==> config.mk <==
export PLATFORM = sky130hd
export DESIGN_NAME = kronos_mem_arbiter
export DESIGN_NICKNAME = d
export VERILOG_FILES = /design/src/rtl/kronos_mem_arbiter.sv
export SDC_FILE = /design/constraint.sdc
export NUM_CORES = 1
export LEC_CHECK = 0
export CORE_UTILIZATION = 32
export CTS_CLUSTER_DIAMETER = 30
export DETAILED_ROUTE_END_ITERATION = 10
export PLACE_DENSITY = 0.78
export SLEW_MARGIN = 5
export SYNTH_ARGS = -nofsm -noshare
export SYNTH_HDL_FRONTEND = slang
export SYNTH_SLANG_ARGS = --single-unit
==> constraint.sdc <==
create_clock -name clk -period 1.5 [get_ports clk]
set_input_delay 0.45 -clock clk [delete_from_list [all_inputs] [get_ports clk]]
set_output_delay 0.45 -clock clk [all_outputs]
set_load 0.05 [all_outputs]
==> src/rtl/kronos_mem_arbiter.sv <==
// Arbitrates one single-ported memory bus between instruction fetch and load/store.
// Data wins by default; a saturating burst counter guarantees fetch forward progress.
module kronos_mem_arbiter #(
  parameter int unsigned MAX_DATA_BURST = 4
) (
  input  logic        clk,
  input  logic        rst,
  input  logic [31:0] instr_addr,
  input  logic        instr_req,
  output logic [31:0] instr_data,
  output logic        instr_ack,
  input  logic [31:0] data_addr,
  input  logic [31:0] data_wdata,
  input  logic [3:0]  data_mask,
  input  logic        data_wr_en,
  input  logic        data_req,
  output logic [31:0] data_rdata,
  output logic        data_ack,
  output logic [31:0] mem_addr,
  output logic [31:0] mem_wdata,
  output logic [3:0]  mem_mask,
  output logic        mem_wr_en,
  output logic        mem_req,
  input  logic [31:0] mem_rdata,
  input  logic        mem_ack,
  output logic [1:0]  bus_owner
);

  localparam int unsigned CNT_NEED = $clog2(MAX_DATA_BURST + 1);
  localparam int unsigned CNT_W    = (CNT_NEED < 3) ? 3 : ((CNT_NEED > 8) ? 8 : CNT_NEED);
  localparam logic [CNT_W-1:0] CNT_LIMIT = CNT_W'(MAX_DATA_BURST);
  // With no limit configured the counter only needs to avoid wrapping.
  localparam logic [CNT_W-1:0] CNT_SAT   = (MAX_DATA_BURST == 0) ? '1 : CNT_LIMIT;

  typedef enum logic [1:0] {
    S_IDLE  = 2'b00,
    S_INSTR = 2'b01,
    S_DATA  = 2'b10
  } state_t;

  state_t           state, state_nxt;
  logic [CNT_W-1:0] burst_cnt;
  logic             starve;
  logic             grant_data;
  logic             grant_instr;

  assign starve      = (MAX_DATA_BURST != 0) && instr_req && (burst_cnt == CNT_LIMIT);
  assign grant_data  = (state == S_IDLE) && data_req && !starve;
  assign grant_instr = (state == S_IDLE) && instr_req && !grant_data;

  always_ff @(posedge clk) begin
    if (rst) state <= S_IDLE;
    else     state <= state_nxt;
  end

  always_comb begin
    state_nxt = state;
    unique case (state)
      S_IDLE: begin
        if (grant_data)       state_nxt = S_DATA;
        else if (grant_instr) state_nxt = S_INSTR;
      end
      S_INSTR, S_DATA: begin
        if (mem_ack) state_nxt = S_IDLE;
      end
      default: state_nxt = S_IDLE;
    endcase
  end

  always_comb begin
    mem_req   = (state == S_INSTR) || (state == S_DATA);
    instr_ack = mem_ack && (state == S_INSTR) && instr_req;
    data_ack  = mem_ack && (state == S_DATA) && data_req;
    bus_owner = state;
  end

  assign instr_data = mem_rdata;
  assign data_rdata = mem_rdata;

  always_ff @(posedge clk) begin
    if (rst) begin
      mem_addr  <= '0;
      mem_wdata <= '0;
      mem_mask  <= '0;
      mem_wr_en <= 1'b0;
    end else if (grant_data) begin
      mem_addr  <= data_addr;
      mem_wdata <= data_wdata;
      mem_mask  <= data_mask;
      mem_wr_en <= data_wr_en;
    end else if (grant_instr) begin
      mem_addr  <= instr_addr;
      mem_wdata <= '0;
      mem_mask  <= '1;
      mem_wr_en <= 1'b0;
    end
  end

  // Counts data grants that overtook a waiting fetch; idle cycles without a fetch forgive the debt.
  always_ff @(posedge clk) begin
    if (rst) begin
      burst_cnt <= '0;
    end else if (state == S_IDLE) begin
      if (grant_instr || !instr_req)
        burst_cnt <= '0;
      else if (grant_data && burst_cnt != CNT_SAT)
        burst_cnt <= burst_cnt + CNT_W'(1);
    end
  end

endmodule

==> impl_metrics.json, run 1 <==
{
  "hold_viol_final": 0,
  "hpwl_mm": 8.08,
  "worstPathArrival_ns": 1.24,
  "critPathTopFamily": "flip-flops",
  "min_period_over_period": 1.12,
  "ys_types": 28,
  "ys_warn_count": 0,
  "p_leak_nw": 2.74,
  "rsz0062_at_grt": "yes",
  "status": "finished, violations left",
  "die_height_um": 111,
  "final-max-slew-violation-count": 0,
  "power_density_nw_per_um2": 1080,
  "grt-busiest-layer": "met2",
  "ys.flop_type": "dfxtp_1",
  "setup.worst_path.class": "flop to output pin",
  "worst_pin_slew_ns": 0.265,
  "grt_overflow": 0,
  "drive_gt1_frac": 0.316,
  "r2r_slack_ns": 0.03,
  "seq_area_sq_um": 1490,
  "required_ns": 1.05,
  "n_fill_cell": 906,
  "seq_area_frac_synth": 0.389,
  "syn_avg_cell_area_sq_um": 8.95,
  "grt.total_usage": 0.191,
  "mostFrequentLayoutCells": "clkdlybuf4s50_1, buf_12, dfxtp_1",
  "io_buffers": 179,
  "ys_seq_elements": 74,
  "gp_congestion": 0.787,
  "htreeDepth": 3,
  "peakVddDrop_uv": 545,
  "use_met3": 0.0437,
  "core_sq_um": 11500,
  "mostFrequentLayoutCell": "clkdlybuf4s50_1",
  "ctsHoldBuffers": 0,
  "avgViaCountPerCell": 5.39,
  "clock-sinks": 74,
  "wl_per_cell_um": 20.1,
  "end_kind": "output pin",
  "grt_start_max_net_pins": 42,
  "finalSetupViolations": 3,
  "clock_latency_ns": 0.33,
  "multi_input_comb_area_sq_um": 1840,
  "nets": 697,
  "hp-class": "flop to flop",
  "cts_root_buf": "clkbuf_16",
  "power_mw": 7.56,
  "antenna_found_initial": 0,
  "async_flop_share": 0,
  "fin_worst_hold_slack_ns": 0.524,
  "start_util": 0.331,
  "path_buf_inv": 2,
  "relSlewSlack": 0.822,
  "synth_enable_flop_cells": 0,
  "clk_pin_slew_worst_paths_ns": 0.06,
  "use_met2": 0.323,
  "period_needed_ns": 1.69,
  "timing.final.ws_setup_ns": -0.186,
  "grt_first_pass_wirelength_mm": 19.1,
  "areaGrowthSynthToFinish_pct": 83.9,
  "firstDrtPassIters": 8,
  "slowest_delay_ns": 0.39,
  "pin_count": 276,
  "max_cap_violations": 0,
  "wirelength_mm": 14.1,
  "drtIter0Drc": 291,
  "num_rows": 39,
  "drtAntennaViolNets": 0,
  "fin_skew_ns": 0.00529,
  "diodes": 0,
  "tritoncts": "yes",
  "crit_chain": "inv_6, ha_4, and3_4, buf_12",
  "fmax_ghz": 0.593,
  "die_x_um": 111,
  "violations": "design-rule violations, negative setup slack",
  "via_count": 3773,
  "crit_path_top_delay_cell": "dfxtp_4",
  "syn-cell-area_sq_um": 3810,
  "numCtsBuffers": 9,
  "placed_area_sq_um": 6140,
  "drc": 40,
  "grt_pass1_vias": 3727,
  "cp_max_fo": 3,
  "synth_cells": 426,
  "synth_nets": 570,
  "die_area_sq_um": 12400,
  "clockBufferDepth": 2,
  "startpoint_type": "flop",
  "finish.instance_area_sq_um": 7010,
  "use_met1": 0.230
}
==> power breakdown <==
part	internal, mW	switching [mW]	leakage, nW
registers	2.17	0.223	0.613
logic	1.55	1.49	1.99
clock network	1.32	0.811	0.142
total	5.04	2.52	2.74
==> per-stage QoR <==
step,utilization,TNS [ns],setup slack [ns],std cells
floorplan,-,-0.514,-0.0192,426
global placement,0.534,-30.28,-0.463,663
detailed placement,0.534,-33.34,-0.495,663
CTS,0.565,-0.499,-0.179,683
global route,0.609,-0.690,-0.218,700
finish,0.609,-0.499,-0.186,700
==> cells in the mapped netlist (3+ instances only) <==
library cell	number	area, sq um
a211oi_1	30	225
a21oi_1	39	195
a221oi_1	6	52.6
and3_1	3	18.8
buf_2	15	75.1
buf_4	68	510
buf_6	3	33.8
clkbuf_1	18	67.6
dfxtp_1	74	1480
ha_1	6	75.1
inv_1	6	22.5
mux2i_1	32	320
nand2_1	4	15.0
nand3_1	36	180
nor2_1	6	22.5
nor3_1	33	165
o211ai_1	33	248
==> state kept, by name (all words and copies together) (netlist names) <==
register and cells:
mem_wr_en 1, mem_addr 32, mem_wdata 32, bus_owner 2, burst_cnt 3, mem_mask 4
==> area by class of cell <==
class | instances | area share
well taps | 143 | 0.0255
repair buffers | 221 | 0.454
clock buffers | 12 | 0.0352
multi-input cells | 241 | 0.262
clock inverters | 3 | 0.00571
inverters | 6 | 0.00464
flip-flops and latches | 74 | 0.212
==> worst min-delay path, stage by stage (launching register included) <==
cell,delay [ns]
dfxtp_1,0.33
o211ai_1,0.08
a21oi_1,0.06
==> logic make-up (layout without fill, tap and decap cells) <==
kind of cell,Yosys count,count (layout),share of synthesized area
and+or+nand+nor,88,89,0.115
AOI/OAI and AO/OA,112,112,0.197
buffers and inverters,112,242,0.191
muxes,32,32,0.0840
DFF,74,74,0.389
xor gates and xnor gates,2,2,0.00460
adders and majority gates,6,6,0.0197
==> worst paths after layout <==
kind | from | endpoint | cells after the start
min | mem_wdata[27]$_SDFFE_PP0P_ | mem_wdata[27]$_SDFFE_PP0P_ | 2
min reg2reg | mem_wdata[27]$_SDFFE_PP0P_ | mem_wdata[27]$_SDFFE_PP0P_ | 2
max reg2reg | burst_cnt[1]$_SDFFE_PP0P_ | mem_addr[15]$_SDFFE_PP0P_ | 6
max | bus_owner[1]$_SDFFE_PP0P_ | instr_ack | 4
==> what timing repair did <==
action                                  4_1_cts  5_1_grt
endpoints found under the setup margin       76       40
setup buffers                                 5        4
resized for setup                            13       39
pin swaps                                     0        9
hold endpoints to repair                      0        0
gates cloned                                  0       15
==> routing by layer <==
metal,part of all wire,vias up
li1,-,1742
met3,0.070,28
met1,0.43,1818
met2,0.49,185
met4,0.014,0
met5,0,-
Power figures use the tool's default switching activity.
==> run 2, diff against run 1 <==
--- a/config.mk
+++ b/config.mk
@@ -5,10 +5,12 @@
 export SDC_FILE = /design/constraint.sdc
 export NUM_CORES = 1
 export LEC_CHECK = 0
-export CORE_UTILIZATION = 32
+export ABC_CLOCK_PERIOD_IN_PS = 2000
+export CORE_MARGIN = 3
+export CORE_UTILIZATION = 38
 export CTS_CLUSTER_DIAMETER = 30
 export DETAILED_ROUTE_END_ITERATION = 10
-export PLACE_DENSITY = 0.78
+export PLACE_DENSITY = 0.87
 export SLEW_MARGIN = 5
 export SYNTH_ARGS = -nofsm -noshare
 export SYNTH_HDL_FRONTEND = slang
==> constraint.sdc (replaced) <==
create_clock -name clk -period 2 [get_ports clk]
set_input_delay 0.6 -clock clk [delete_from_list [all_inputs] [get_ports clk]]
set_output_delay 0.6 -clock clk [all_outputs]
set_load 0.05 [all_outputs]
==> run 2 against run 1 <==
The run now ends clean; clock skew grew 0.0041 ns; wire length fell by 18%; critical path depth down 1; final cell count fell by 4.6%; core utilization decreased by 3.9 points; via count shrank 5.0%; global-route usage is 1.0 points higher; design area decreased by 23%; setup slack improved by 0.24 ns; sequential power fell by 28%; first-iteration DRC count down 47%; power shrank 40%.
==> impl_metrics.json, run 2 (same netlist as run 1, synthesis figures left out) <==
{
  "via_count": 3583,
  "route.met3.wl_mm": 1.02,
  "numCtsBuffers": 9,
  "wirelength_mm": 11.5,
  "wirelength_met1_mm": 4.62,
  "firstDrtPassIters": 4,
  "rr_worst_depth": 7,
  "power_density_nw_per_um2": 842,
  "status": "completed",
  "core_sq_um": 9500,
  "clockBufferDepth": 2,
  "max_cap_violations": 0,
  "wl_met2_mm": 5.69,
  "startpoint_type": "input pin",
  "largestRegisters": "mem_addr: 32 flops, mem_wdata: 32 flops, mem_mask: 4 flops",
  "diodes": 0,
  "grt_overflow": 0,
  "cp_max_fo": 7,
  "hold_viol_final": 0,
  "rsz0062_at_grt": "yes",
  "grt_pass1_vias": 3600,
  "fin_skew_ns": 0.00940,
  "min_path_cells": 2,
  "clock-sinks": 74,
  "worstPathArrival_ns": 1.34,
  "worst_pin_slew_ns": 0.364,
  "die_x_um": 106,
  "peakVddDrop_uv": 562,
  "avgViaCountPerCell": 5.36,
  "io_buffers": 179,
  "grt.total_usage": 0.201,
  "mostFrequentLayoutCell": "clkdlybuf4s50_1",
  "setup.worst_path.class": "input pin to output pin",
  "required_ns": 1.40,
  "areaGrowthSynthToFinish_pct": 42.0,
  "die_height_um": 106,
  "crit_chain": "clkdlybuf4s15_1, and3_4, buf_12",
  "final-max-slew-violation-count": 0,
  "wl_per_cell_um": 17.3,
  "pin_count": 276,
  "drive_gt1_frac": 0.228,
  "htreeDepth": 3,
  "antenna_found_initial": 0,
  "gp_congestion": 0.787,
  "tritoncts": "yes",
  "grt_start_max_net_pins": 75,
  "num_rows": 35,
  "cp_num_cells": 3,
  "end_kind": "output pin",
  "die_area_sq_um": 11300,
  "ctsHoldBuffers": 0,
  "drtIter0Drc": 154,
  "start_util": 0.401,
  "topRoutingLayerUsed": "met4",
  "hp-class": "flop to flop",
  "path_buf_inv": 2,
  "hpwl_mm": 8.20,
  "nets": 679,
  "clock_latency_ns": 0.34,
  "period_needed_ns": 1.94,
  "drc": 0,
  "place_ws_ns": -0.285,
  "clk_pin_slew_worst_paths_ns": 0.08,
  "timing.final.ws_setup_ns": 0.0575,
  "fin_worst_hold_slack_ns": 0.495,
  "relSlewSlack": 0.758,
  "power_mw": 4.56,
  "p_leak_nw": 2.24,
  "slowest_delay_ns": 0.34,
  "min_period_over_period": 0.971,
  "finalSetupViolations": 0,
  "cts_root_buf": "clkbuf_8",
  "critPathTopFamily": "buffers and inverters",
  "grt_first_pass_wirelength_mm": 18.5,
  "drtAntennaViolNets": 0,
  "mostFrequentLayoutCells": "clkdlybuf4s50_1, buf_4, dfxtp_1",
  "crit_path_top_delay_cell": "clkdlybuf4s15_1",
  "fmax_ghz": 0.515
}
run 2: layer usage:
metal,global-route usage,up-vias
met2,0.339,189
met4,0.0555,0
li1,-,1693
met5,0,-
met3,0.0686,28
met1,0.244,1673
run 2: cell type report:
type	instances	area, sq um
fill	822	4090
tap	129	161
multi-input combinational	240	1630
clock buffer	10	138
inverter	6	22.5
timing repair buffer	204	1920
sequential	74	1480
clock inverter	5	55.1
run 2: per-stage QoR:
| stage | area, sq um | TNS (ns) | util | std cells |
|---|---|---|---|---|
| after global placement | 5200 | -11.47 | 0.547 | 653 |
| after CTS | 5400 | 0 | 0.568 | 668 |
| final | 5410 | 0 | 0.570 | 668 |
| after global routing | 5410 | -0.00431 | 0.570 | 668 |
| after floorplan | 3810 | 0 | - | 426 |
| after detailed placement | 5200 | -14.73 | 0.547 | 653 |
run 2: report_power, final:
group / internal (mW) / switching [mW] / total [mW] / leakage (nW)
sequential: 1.62 / 0.0901 / 1.71 / 0.612
clock: 0.600 / 0.557 / 1.16 / 0.0941
combinational: 0.684 / 1.00 / 1.69 / 1.53
total: 2.91 / 1.65 / 4.56 / 2.24
run 2: final timing paths:
path              slack (ns)                 startpoint                         to
setup / recovery        0.06                  instr_req                  instr_ack
hold / removal          0.50  mem_wdata[3]$_SDFFE_PP0P_  mem_wdata[3]$_SDFFE_PP0P_
setup reg to reg        0.36  bus_owner[0]$_SDFFE_PP0P_  mem_addr[10]$_SDFFE_PP0P_
hold reg to reg         0.50  mem_wdata[3]$_SDFFE_PP0P_  mem_wdata[3]$_SDFFE_PP0P_
run 2: what timing repair did:
action	4_1_cts	5_1_grt
resized for setup	5	3
endpoints found under the setup margin	2	3
setup buffers	0	0
run 2: worst register-to-register path: stages, from the launching register on:
cell and delay [ns]:
dfxtp_2 0.35, inv_1 0.14, ha_4 0.20, nand2_2 0.10
buf_12 0.20, buf_4 0.17, mux2i_1 0.12, a211oi_1 0.27
==> run 3, diff against run 2 <==
--- a/config.mk
+++ b/config.mk
@@ -10,7 +10,9 @@
 export CORE_UTILIZATION = 38
 export CTS_CLUSTER_DIAMETER = 30
 export DETAILED_ROUTE_END_ITERATION = 10
+export GPL_TIMING_DRIVEN = 1
 export PLACE_DENSITY = 0.87
+export SKIP_LAST_GASP = 1
 export SLEW_MARGIN = 5
 export SYNTH_ARGS = -nofsm -noshare
 export SYNTH_HDL_FRONTEND = slang
==> run 3 against run 2 <==
Final cell count unchanged; largest power group unchanged; design area shrank 0.23%; power is 0.31% lower.
==> impl_metrics.json, run 3 (same netlist as run 1, synthesis figures left out) <==
{
  "drtIter0Drc": 140,
  "required_ns": 1.40,
  "cts_root_buf": "clkbuf_8",
  "grt_overflow": 0,
  "clk_pin_slew_worst_paths_ns": 0.08,
  "rr_worst_depth": 7,
  "grt_pass1_vias": 3600,
  "max_cap_violations": 0,
  "cp_max_fo": 7,
  "place_ws_ns": -0.285,
  "grt_start_max_net_pins": 75,
  "final-max-slew-violation-count": 0,
  "fmax_ghz": 0.515,
  "drtAntennaViolNets": 0,
  "diodes": 0,
  "io_buffers": 179,
  "rsz0062_at_grt": "yes",
  "placed_area_sq_um": 5200,
  "min_path_cells": 2,
  "nets": 679,
  "finalSetupViolations": 0,
  "largestRegisters": "mem_addr: 32 flops, mem_wdata: 32 flops, mem_mask: 4 flops",
  "drive_gt1_frac": 0.226,
  "wirelength_mm": 11.5,
  "min_period_over_period": 0.971,
  "grt_first_pass_wirelength_mm": 18.5,
  "setup.worst_path.class": "input pin to output pin",
  "cp_num_cells": 3,
  "die_height_um": 106,
  "drc": 0,
  "grt.total_usage": 0.201,
  "clock-sinks": 74,
  "hp-class": "flop to flop",
  "peakVddDrop_uv": 562,
  "relSlewSlack": 0.761,
  "power_density_nw_per_um2": 842,
  "ctsHoldBuffers": 0,
  "htreeDepth": 3,
  "timing.final.ws_setup_ns": 0.0575,
  "mostFrequentLayoutCells": "clkdlybuf4s50_1, buf_4, dfxtp_1",
  "status": "completed",
  "start_util": 0.401,
  "die_area_sq_um": 11300,
  "firstDrtPassIters": 4,
  "clock_latency_ns": 0.34,
  "startpoint_type": "input pin",
  "antenna_found_initial": 0,
  "fin_skew_ns": 0.00964,
  "clockBufferDepth": 2,
  "n_fill_cell": 823,
  "areaGrowthSynthToFinish_pct": 41.6,
  "finish.instance_area_sq_um": 5400,
  "num_rows": 35,
  "period_needed_ns": 1.94,
  "die_x_um": 106,
  "hold_viol_final": 0,
  "hpwl_mm": 8.20,
  "numCtsBuffers": 9,
  "postLayoutCoreUtil": 0.568,
  "avgViaCountPerCell": 5.38,
  "end_kind": "output pin",
  "via_count": 3591,
  "critPathTopFamily": "buffers and inverters",
  "crit_path_top_delay_cell": "clkdlybuf4s15_1",
  "worst_pin_slew_ns": 0.358,
  "slowest_delay_ns": 0.34,
  "worstPathArrival_ns": 1.34,
  "p_leak_nw": 2.23,
  "gp_congestion": 0.787,
  "path_buf_inv": 2,
  "pin_count": 276,
  "wl_per_cell_um": 17.2,
  "crit_chain": "clkdlybuf4s15_1, and3_4, buf_12",
  "core_sq_um": 9500,
  "mostFrequentLayoutCell": "clkdlybuf4s50_1",
  "tritoncts": "yes",
  "power_mw": 4.54
}
[run 3: cell counts in the layout (fill, tap and decap cells not counted)]
No cell type changed its count.
[run 3: stage by stage]
step	TNS (ns)	hold slack, ns	std cells
after detailed placement	-14.73	0.483	653
after global placement	-11.47	0.478	653
final	0	0.496	668
after global routing	-0.0154	0.519	668
after floorplan	0	0.513	426
after CTS	0	0.494	668
[run 3: repair_timing]
item / in CTS / in global routing
endpoints found under the setup margin: 2 / 3
buffers inserted: 0 / 0
resized for setup: 5 / 2
hold endpoints to repair: 0 / 0
[run 3: area by class of cell]
type / instances / area [sq um] / share of cell area
Multi-Input combinational cell: 240 / 1620 / 0.299
Sequential cell: 74 / 1480 / 0.275
Tap cell: 129 / 161 / 0.0299
Clock inverter: 5 / 55.1 / 0.0102
Clock buffer: 10 / 138 / 0.0255
Timing Repair Buffer: 204 / 1920 / 0.356
Inverter: 6 / 22.5 / 0.00417
[run 3: final timing paths]
path / from / end / slack (ns)
min reg2reg: mem_wdata[28]$_SDFFE_PP0P_ / mem_wdata[28]$_SDFFE_PP0P_ / 0.50
max reg2reg: bus_owner[1]$_SDFFE_PP0P_ / mem_addr[10]$_SDFFE_PP0P_ / 0.24
min: mem_wdata[28]$_SDFFE_PP0P_ / mem_wdata[28]$_SDFFE_PP0P_ / 0.50
max: instr_req / instr_ack / 0.06
[run 3: per-layer routing]
layer,vias up,global-route usage,routed length (um)
met5,-,0,0
met4,0,0.0555,202
met3,28,0.0686,932
met2,186,0.339,5670
met1,1679,0.244,4710
li1,1698,-,-
[run 3: worst register-to-register path: stages (launching register included)]
cell and delay [ns]:
dfxtp_1 0.33, inv_1 0.12, ha_1 0.31, nand2_2 0.14
buf_12 0.20, buf_4 0.17, mux2i_1 0.12, a211oi_1 0.27
[run 3: where the power goes]
group	internal (mW)	leakage [nW]	switching (mW)	total (mW)
clock network	0.599	0.0941	0.555	1.15
logic	0.676	1.53	0.999	1.67
registers	1.62	0.612	0.0903	1.72
total	2.90	2.23	1.64	4.54
